`config.mk`:
```
export PLATFORM = sky130hd
export DESIGN_NAME = rob_commit
export DESIGN_NICKNAME = d
export VERILOG_FILES = /design/src/rtl/rob_commit.sv
export SDC_FILE = /design/constraint.sdc
export NUM_CORES = 1
export LEC_CHECK = 0
export BUFFER_PORTS_ARGS = -buffer_cell sky130_fd_sc_hd__buf_2
export CORE_UTILIZATION = 56
export CTS_BUF_LIST = sky130_fd_sc_hd__clkbuf_4 sky130_fd_sc_hd__clkbuf_8
export CTS_CLUSTER_SIZE = 20
export DETAILED_ROUTE_END_ITERATION = 16
export PLACE_DENSITY = 0.81
export SLEW_MARGIN = 20
export SYNTH_ARGS = -nofsm -noshare
export SYNTH_HDL_FRONTEND = slang
export SYNTH_SLANG_ARGS = --single-unit
export TNS_END_PERCENT = 1
```
`constraint.sdc`:
```
create_clock -name clk -period 2.3 [get_ports clk]
set_clock_uncertainty 0.2 [all_clocks]
set_input_delay 0.115 -clock clk [delete_from_list [all_inputs] [get_ports clk]]
set_output_delay 0.115 -clock clk [all_outputs]
set_load 0.03 [all_outputs]
```
`src/rtl/rob_commit.sv`:
```
// rob_commit: in-order retirement at the ROB head. It frees destination Pregs, handshakes stores with the
// store buffer and drains speculative entries on squash. Define COMMIT_PERF_EN to add the perf counter ports.
module rob_commit #(
   parameter int PREG_W      = 5,
   parameter int CNT_W       = 16,
   parameter int STALL_LIMIT = 255
) (
   input  logic              clk,
   input  logic              rst,
   input  logic              head_valid,
   input  logic [9:0]        head_entry,
   input  logic              squash,
   output logic              head_pop,
   output logic              st_req,
   output logic [PREG_W-1:0] st_preg,
   input  logic              st_ack,
   output logic              free_valid,
   output logic [PREG_W-1:0] free_preg,
   output logic [CNT_W-1:0]  commit_count,
   output logic              stall
`ifdef COMMIT_PERF_EN
   ,
   output logic [CNT_W-1:0]  perf_store_cnt,
   output logic [CNT_W-1:0]  perf_squash_cnt
`endif
);

   localparam logic [7:0] LIMIT = 8'(STALL_LIMIT);

   typedef enum logic [2:0] {
      IDLE    = 3'd0,
      ST_WAIT = 3'd1,
      GAP     = 3'd2,
      SQ_POP  = 3'd3,
      SQ_GAP  = 3'd4
   } state_t;

   state_t state, state_n;

   // head entry fields
   logic [1:0]        h_state;
   logic              h_s, h_st, h_v;
   logic [PREG_W-1:0] h_preg;
   logic              retirable;

   assign h_state   = head_entry[9:8];
   assign h_s       = head_entry[7];
   assign h_st      = head_entry[6];
   assign h_v       = head_entry[5];
   assign h_preg    = head_entry[PREG_W-1:0];
   assign retirable = head_valid && (h_state == 2'b10) && !h_s;

   logic              st_v, st_v_n;
   logic              squash_pend, pend_n;
   logic [7:0]        stall_cnt, cnt_n;
   logic              pop_n, free_v_n, commit_n, st_req_n;
   logic [PREG_W-1:0] free_p_n, st_preg_n;

   always_ff @(posedge clk) begin
      if (!rst) state <= IDLE;
      else      state <= state_n;
   end

   always_comb begin
      state_n   = state;
      pop_n     = 1'b0;
      free_v_n  = 1'b0;
      free_p_n  = free_preg;
      commit_n  = 1'b0;
      st_req_n  = st_req;
      st_preg_n = st_preg;
      st_v_n    = st_v;
      pend_n    = squash_pend;
      case (state)
         IDLE: begin
            if (squash) begin
               state_n = SQ_POP;
            end else if (retirable) begin
               if (h_st) begin
                  state_n   = ST_WAIT;
                  st_req_n  = 1'b1;
                  st_preg_n = h_preg;
                  st_v_n    = h_v;
               end else begin
                  state_n  = GAP;
                  pop_n    = 1'b1;
                  free_v_n = h_v;
                  free_p_n = h_preg;
                  commit_n = 1'b1;
               end
            end
         end
         ST_WAIT: begin
            // The store is already non-speculative, so a squash only queues the drain behind it.
            if (squash) pend_n = 1'b1;
            if (st_ack) begin
               state_n  = GAP;
               st_req_n = 1'b0;
               pop_n    = 1'b1;
               free_v_n = st_v;
               free_p_n = st_preg;
               commit_n = 1'b1;
            end
         end
         GAP: begin
            if (squash || squash_pend) begin
               state_n = SQ_POP;
               pend_n  = 1'b0;
            end else begin
               state_n = IDLE;
            end
         end
         SQ_POP: begin
            if (head_valid && h_s) begin
               state_n  = SQ_GAP;
               pop_n    = 1'b1;
               free_v_n = h_v;
               free_p_n = h_preg;
            end else begin
               state_n = IDLE;
            end
         end
         SQ_GAP:  state_n = SQ_POP;
         default: state_n = IDLE;
      endcase
   end

   always_comb begin
      cnt_n = stall_cnt;
      if (!head_valid || pop_n)
         cnt_n = '0;
      else if (state == IDLE && !retirable && stall_cnt != LIMIT)
         cnt_n = stall_cnt + 8'd1;
   end

   always_ff @(posedge clk) begin
      if (!rst) begin
         head_pop     <= 1'b0;
         free_valid   <= 1'b0;
         free_preg    <= '0;
         st_req       <= 1'b0;
         st_preg      <= '0;
         st_v         <= 1'b0;
         squash_pend  <= 1'b0;
         commit_count <= '0;
         stall_cnt    <= '0;
         stall        <= 1'b0;
      end else begin
         head_pop    <= pop_n;
         free_valid  <= free_v_n;
         free_preg   <= free_p_n;
         st_req      <= st_req_n;
         st_preg     <= st_preg_n;
         st_v        <= st_v_n;
         squash_pend <= pend_n;
         if (commit_n) commit_count <= commit_count + CNT_W'(1);
         stall_cnt   <= cnt_n;
         stall       <= (cnt_n == LIMIT);
      end
   end

`ifdef COMMIT_PERF_EN
   always_ff @(posedge clk) begin
      if (!rst) begin
         perf_store_cnt  <= '0;
         perf_squash_cnt <= '0;
      end else begin
         if (state == ST_WAIT && st_ack) perf_store_cnt  <= perf_store_cnt + CNT_W'(1);
         if (state == SQ_POP && pop_n)   perf_squash_cnt <= perf_squash_cnt + CNT_W'(1);
      end
   end
`endif

endmodule

```
# == Yosys cells after proc, flatten, opt, wreduce, memory -nomap -nowiden ==
# Cells that the tools add are included.
# Widths: inputs -> output; s select.
# word_totals
ff_bits,43
input_bits,15
out_inout_bits,30
elab_cells,85
# op_classes
addsub,2
n_eq_ne,16
n_mux,36
bitwise,1
reduce_logical,19
# ops
cell,n
$mux 5,5
$add 16x1->16 const B,1
$mux 1,16
$mux 8,2
$ne 2x2->1 const B,8
$pmux 3 s5,1
$pmux 5 s3,1
$mux 3,4
$add 8x1->8 const B,1
$eq 8x8->1 const B,1
$ne 8x8->1 const B,1
$eq 3x2->1 const B,2
$pmux 1 s2,3
$pmux 1 s3,2
$reduce_and 6->1,1
$logic_and 1x1->1,5
$reduce_and 5->1,1
$mux 2,2
$reduce_and 4->1,1
$reduce_bool 2->1,2
$eq 3x1->1 const B,1
$eq 3x3->1 const B,1
$logic_not 1->1,3
$logic_not 3->1,1
other kinds (7),8

# == Longest topological paths before layout ==
# Gate-level depths: netlist (run 1).
# logic_depth
ltp_word,9
ltp_mapped,8
mapped_depth_nobuf,6

# == Worst setup path before layout (run 1) ==
# Ideal clock, no wire load.
# synth_path
path_kind,register to register
from,register state[1]
to,register stall
setup_ns,0.117
arrival_time_ns,1.778
required_time_ns,1.983
path_slack_ns,0.205
path_stages_with_launch,8
n_path_buf,2
period_less_slack_ns,2.095
cell_sequence,dfxtp_1 -> buf_6 -> or3_4 -> or2_1 -> buf_6 -> o311a_1 -> a2bb2oi_1 -> and4b_1
# synth_via
elab_chain_cells,6
elab_cells_between_ends,10
classes_between,eq/ne: 3; mux: 3; reduce/logical: 4
# synth_lines
item,line_no,source
"start, declared",38,"state_t state, state_n;"
"start signal, assigned",61,else state <= state_n;
"parallel branches: the longest is 4 deep, another holds $eq 3x2->1",n/a,
$mux 8 (*),130,if (!head_valid || pop_n)
$eq 8x8->1 (*),158,stall <= (cnt_n == LIMIT);
"end signal, assigned",158,
"end, declared",20,output logic stall
# Every way passes the cells marked *.
# A chain may end at the register's enable or synchronous reset.

# == Worst setup path in the final report (run 1) ==
# Ends and elaborated chain as after synthesis.

==> flow_summary.json, run 1 <==
{
  "place_area_um2": 2360,
  "grt_antenna_before_repair": 0,
  "worstSkewPairLatency_ns": 0.29,
  "row_count": 21,
  "tightest_slew_ns": 0.778,
  "route.vias.total": 1936,
  "place.detailed.hpwl_mm": 3.19,
  "postLayoutCellArea_um2": 2560,
  "max_stage_delay_ns": 0.41,
  "finalSetupTns_ns": 0,
  "ys_ff_latch": 43,
  "yosys.area.top_type": "dfxtp_1",
  "crit_arrival_ns": 2.16,
  "swShare_pct": 26.4,
  "grt_usage_pct": 27.4,
  "port_buffers": 44,
  "start_kind": "flop",
  "fin_util_pct": 74.4,
  "yosysMostFrequentCell": "dfxtp_1",
  "synth.distinct_cells": 50,
  "yosysWarnings": 0,
  "area_growth_pct": 23.2,
  "cts_root_buf": "clkbuf_8",
  "grt_remaining_overflow": 0,
  "p_int_w": 0.00121,
  "worst_path_max_delay_cell": "or3_4",
  "die_width_um": 62.9,
  "fillers": 272,
  "yosysSeqAreaShare_pct": 41.4,
  "power_frac_seq_pct": 48.6,
  "routed_wl_mm": 5.00,
  "avgSynthCellArea_um2": 9.04,
  "crit_chain": "or3_4 -> or2_1 -> o311a_1 -> a2bb2oi_1 -> and4b_1",
  "drc": 0,
  "drt-vias-per-instance": 5.76,
  "rsz0062_at_grt": "no",
  "fin_crit_ns": 2.17,
  "synth_nets": 247,
  "io_pins": 45,
  "power.leakage_nw": 0.986,
  "initial_utilization_pct": 60.4,
  "maxCapViolCount": 0,
  "diodes": 0,
  "critPathKind": "flop to flop",
  "dieArea_um2": 3960,
  "synth_edf_count": 0,
  "syn-instance-count": 230,
  "routabilityCongestion": 0.841,
  "drt-initial-drc-count": 76,
  "ant_nets": 0,
  "dp.cells": 319,
  "drive_gt1_share_pct": 25.9,
  "fmax_mhz": 460,
  "relSlewSlack_pct": 48.1,
  "cts_buffers": 5,
  "dr.pass1.iters": 4,
  "total_power_w": 0.00165,
  "grt_pass1_vias": 1889,
  "critical_path.max_fanout": 9,
  "layoutNonFillerInstCount": 336,
  "status": "completed",
  "h-tree-depth": 2,
  "fp.coreArea_um2": 3440,
  "required_ns": 2.29,
  "routedWlPerCell_um": 14.9,
  "synth_area_leaders": "dfxtp_1 41%, nor2_1 6.0%, mux2i_1 5.8%",
  "slew_violations": 0,
  "syn_area_um2": 2080,
  "pwr_density_cell_nw_per_um2": 643,
  "clkPwrFrac_pct": 34.9,
  "peakVddDrop_uv": 532,
  "ys_top_cells_by_count": "43 x dfxtp_1, 33 x nor2_1, 13 x nand3_1",
  "synthArstFlopShare_pct": 0,
  "clk_pin_slew_ns": 0.07,
  "hold_violations": 0,
  "ys.flop_type": "dfxtp_1",
  "clockBufferDepth": 2,
  "pwr-share-comb_pct": 16.5,
  "fin_crit_sh_pct": 94.4,
  "synth_top_cell_area_share_pct": 41.4,
  "grt_pass1_wl_mm": 8.65,
  "clock_sinks": 43,
  "hp-class": "input port to flop",
  "grt_max_degree": 26,
  "power.switching_w": 0.000435,
  "die_h_um": 62.9,
  "cts_tree": "done",
  "setup_viol": 0,
  "nets": 307,
  "end_kind": "flop"
}
-- layout by cell type (no fill, tap or decap), drive strengths merged, types with 8 or more instances in the layout --
master	n
nand3	13
mux2i	12
dlygate4sd3	8
a21oi	12
buf	54
nand2	9
or3	8
nor3	8
dfxtp	43
nor2	34
xnor2	11
o21ai	12
-- metal layers --
| metal | track usage, % | share of wire (%) | vias to the layer above |
|---|---|---|---|
| met1 | 32.7 | 44 | 921 |
| met2 | 47.8 | 50 | 53 |
| met3 | 6.57 | 5.0 | 5 |
| met5 | 0 | 0 | - |
| li1 | - | - | 957 |
| met4 | 8.43 | 1.0 | 0 |
-- final timing paths --
kind | slack, ns | to | from | depth (start not counted)
hold / removal | 0.04 | state[2] | head_entry[7] | 3
setup reg to reg | 0.13 | stall | state[1] | 5
setup / recovery | 0.13 | stall | state[1] | 5
hold reg to reg | 0.29 | st_req | st_req | 2
-- layout make-up --
| class | instances | area [µm²] | area share (%) |
|---|---|---|---|
| clock buffer | 6 | 76.3 | 2.98 |
| inverter | 4 | 15.0 | 0.586 |
| clock inverter | 1 | 30.0 | 1.17 |
| multi-input combinational | 174 | 1140 | 44.7 |
| tap | 46 | 57.6 | 2.25 |
| sequential | 43 | 862 | 33.7 |
| timing repair buffer | 62 | 375 | 14.7 |
-- cells by family (layout without fill, tap and decap cells) --
group                    after synthesis  after routing  share of synthesized area, %
AND/OR/NAND/NOR                      104            104                          29.3
flip-flops                            43             43                          41.4
AO/OA/AOI/OAI                         42             42                          12.8
XOR/XNOR                              14             14                          5.90
buffers and inverters                 13             73                          3.67
multiplexers                          12             12                          5.78
adder cells (fa/ha/maj)                2              2                          1.20
-- metrics by stage --
stage	setup WS (ns)	hold WS, ns
2_1_floorplan	0.205	0.0507
3_3_place_gp	0.176	0.166
3_5_place_dp	0.112	0.172
4_1_cts	0.0928	0.0158
5_1_grt	0.00869	0.0615
6_report	0.128	0.0391
-- state kept, by name, summed over array words and instances, names as in the netlist --
signal and count:
squash_pend 1, st_preg 5, st_req 1, stall_cnt 8
free_valid 1, commit_count 16, head_pop 1, stall 1
free_preg 5, state 3, st_v 1
-- critical path: cells and delay by family (launching register included) --
kind | cells | cell delay, ns
and+or+nand+nor | 3 | 0.95
AOI/OAI and AO/OA | 2 | 0.52
DFF | 1 | 0.40
-- timing repair --
action | in CTS | in global routing
hold endpoints to repair | 12 | 0
hold buffers | 8 | 0
buffers inserted | 0 | 2
resized for setup | 0 | 2
setup endpoints to repair | 0 | 5
-- power by group through the flow --
stage | sequential [W] | clock, W | combinational [W]
2_1_floorplan | 0.000836 | 0 | 0.000176
3_3_place_gp | 0.000814 | 0 | 0.000248
3_5_place_dp | 0.000814 | 0 | 0.000251
4_1_cts | 0.000799 | 0.000574 | 0.000266
5_1_grt | 0.000805 | 0.000605 | 0.000295
6_report | 0.000801 | 0.000575 | 0.000271
Note: power is estimated with default switching activity, not from simulation.
==> inputs of run 2 (changes only) <==
==> constraint.sdc (replaced) <==
create_clock -name clk -period 2.3 [get_ports clk]
set_clock_uncertainty 0.2 [all_clocks]
set_input_delay 0.69 -clock clk [delete_from_list [all_inputs] [get_ports clk]]
set_output_delay 0.69 -clock clk [all_outputs]
set_load 0.03 [all_outputs]
==> run 2 against run 1 <==
  * Count of clock-buffer cells in the layout stayed put
  * Combinational power is 6% higher
  * Via count is 1.1% higher
  * Hold slack better by 0.26 ns
  * Critical path depth is 1 higher
  * Highest routed layer unchanged
  * Clock power is 22% higher
==> flow_summary.json, run 2 (synthesis gave the netlist of run 1 again) <==
{
  "status": "completed",
  "critical_path.max_fanout": 6,
  "relSlewSlack_pct": 57.2,
  "routed_wl_mm": 4.63,
  "place.detailed.hpwl_mm": 3.37,
  "power.leakage_nw": 1.02,
  "routabilityCongestion": 0.849,
  "die_width_um": 62.9,
  "end_kind": "flop",
  "route.vias.total": 1958,
  "dieArea_um2": 3960,
  "grt_remaining_overflow": 0,
  "cts_tree": "done",
  "die_h_um": 62.9,
  "tightest_slew_ns": 0.639,
  "hp-class": "flop to flop",
  "layout_common_cells": "44 x buf_2, 43 x dfxtp_1, 33 x nor2_1, 20 x buf_4, 13 x nand3_1",
  "grt.met2_usage_pct": 42.7,
  "fp.coreArea_um2": 3440,
  "post_cts_buffers": 0,
  "peakVddDrop_uv": 470,
  "drive_gt1_share_pct": 28.7,
  "port_buffers": 44,
  "layoutNonFillerInstCount": 339,
  "grt_pass1_wl_mm": 8.21,
  "place_area_um2": 2450,
  "top_register": "commit_count",
  "routedWlPerCell_um": 13.7,
  "grt_use_met3_pct": 4.93,
  "cts_root_buf": "clkbuf_8",
  "busiest_layer": "met2",
  "diodes": 0,
  "finalSetupTns_ns": 0,
  "initial_utilization_pct": 60.4,
  "critPathKind": "flop to flop",
  "fin_crit_ns": 2.18,
  "reg.largest.list": "commit_count: 16 flops, stall_cnt: 8 flops",
  "drt-initial-drc-count": 141,
  "grt_max_degree": 31,
  "multi_input_area_um2": 1140,
  "ant_nets": 0,
  "pwr_density_cell_nw_per_um2": 691,
  "area_growth_pct": 24.2,
  "fmax_mhz": 458,
  "drt-vias-per-instance": 5.78,
  "dp.cells": 331,
  "fin_crit_sh_pct": 95.0,
  "clockBufferDepth": 2,
  "total_power_w": 0.00178,
  "dr.pass1.iters": 4,
  "grt_pass1_vias": 1902,
  "grt_antenna_before_repair": 0,
  "start_kind": "flop",
  "row_count": 21,
  "crit_arrival_ns": 2.22,
  "fin_util_pct": 75.0,
  "holdBufCountCts": 0,
  "clock_sinks": 43,
  "seqCellArea_um2": 861,
  "clk_pin_slew_ns": 0.08,
  "worstSkewPairLatency_ns": 0.30,
  "grt_use_met1_pct": 31.7,
  "slew_violations": 0,
  "rsz0062_at_grt": "no",
  "setup_viol": 0,
  "drc": 0,
  "layout_commonest_cell": "buf_2",
  "fillers": 277,
  "hold_violations": 0,
  "h-tree-depth": 2,
  "cts_buffers": 5,
  "nets": 309,
  "grt_usage_pct": 25.7,
  "postLayoutCellArea_um2": 2580,
  "required_ns": 2.34,
  "maxCapViolCount": 0,
  "cts.repair.resized": 0,
  "largest_reg_flops": 16,
  "io_pins": 45
}
run 2: cell count changes in the layout (fill, tap and decap cells not counted):
| cell | delta |
|---|---|
| dfxtp_1 | +1 |
| dfxtp_2 | -1 |
| ha_1 | +1 |
| dlygate4sd3_1 | -8 |
| buf_4 | +10 |
| ha_2 | -1 |
| bufinv_16 | +1 |
run 2: layout make-up:
| type | instances | share of cell area, % |
|---|---|---|
| tap | 46 | 2.23 |
| clock buffer | 6 | 2.96 |
| timing repair buffer | 64 | 14.3 |
| multi-input combinational | 174 | 44.2 |
| sequential | 43 | 33.3 |
| clock inverter | 2 | 2.33 |
| inverter | 4 | 0.581 |
run 2: critical path, stage by stage (launching register included):
cell and delay, ns:
dfxtp_1 0.41, ha_1 0.28, nand4_1 0.21, or3_1 0.36, a211o_1 0.29, a2bb2oi_1 0.15
and4b_1 0.22
run 2: path summary, 6_finish.rpt:
| path | from | end | slack (ns) | depth (start not counted) |
|---|---|---|---|---|
| min reg2reg | st_req | st_req | 0.30 | 2 |
| min | st_req | st_req | 0.30 | 2 |
| max reg2reg | stall_cnt[0] | stall | 0.12 | 6 |
| max | stall_cnt[0] | stall | 0.12 | 6 |
run 2: metal layers:
layer / up-vias / share of wire (%)
li1: 956 / -
met1: 936 / 46
met2: 55 / 47
met3: 11 / 5.1
met4: 0 / 1.7
met5: - / 0
run 2: report_power, final:
group | internal [W] | switching (W) | total [W] | leakage, nW
clock network | 0.000446 | 0.000256 | 0.000702 | 0.0688
logic | 0.000125 | 0.000162 | 0.000287 | 0.605
registers | 0.000770 | 0.0000257 | 0.000796 | 0.348
total | 0.00134 | 0.000444 | 0.00178 | 1.02
run 2: stage by stage:
| step | hold slack [ns] | setup slack, ns |
|---|---|---|
| CTS | 0.303 | 0.116 |
| global placement | 0.267 | -0.0911 |
| global route | 0.334 | 0.00593 |
| detailed placement | 0.279 | -0.110 |
| floorplan | 0.261 | 0.0310 |
| finish | 0.298 | 0.115 |
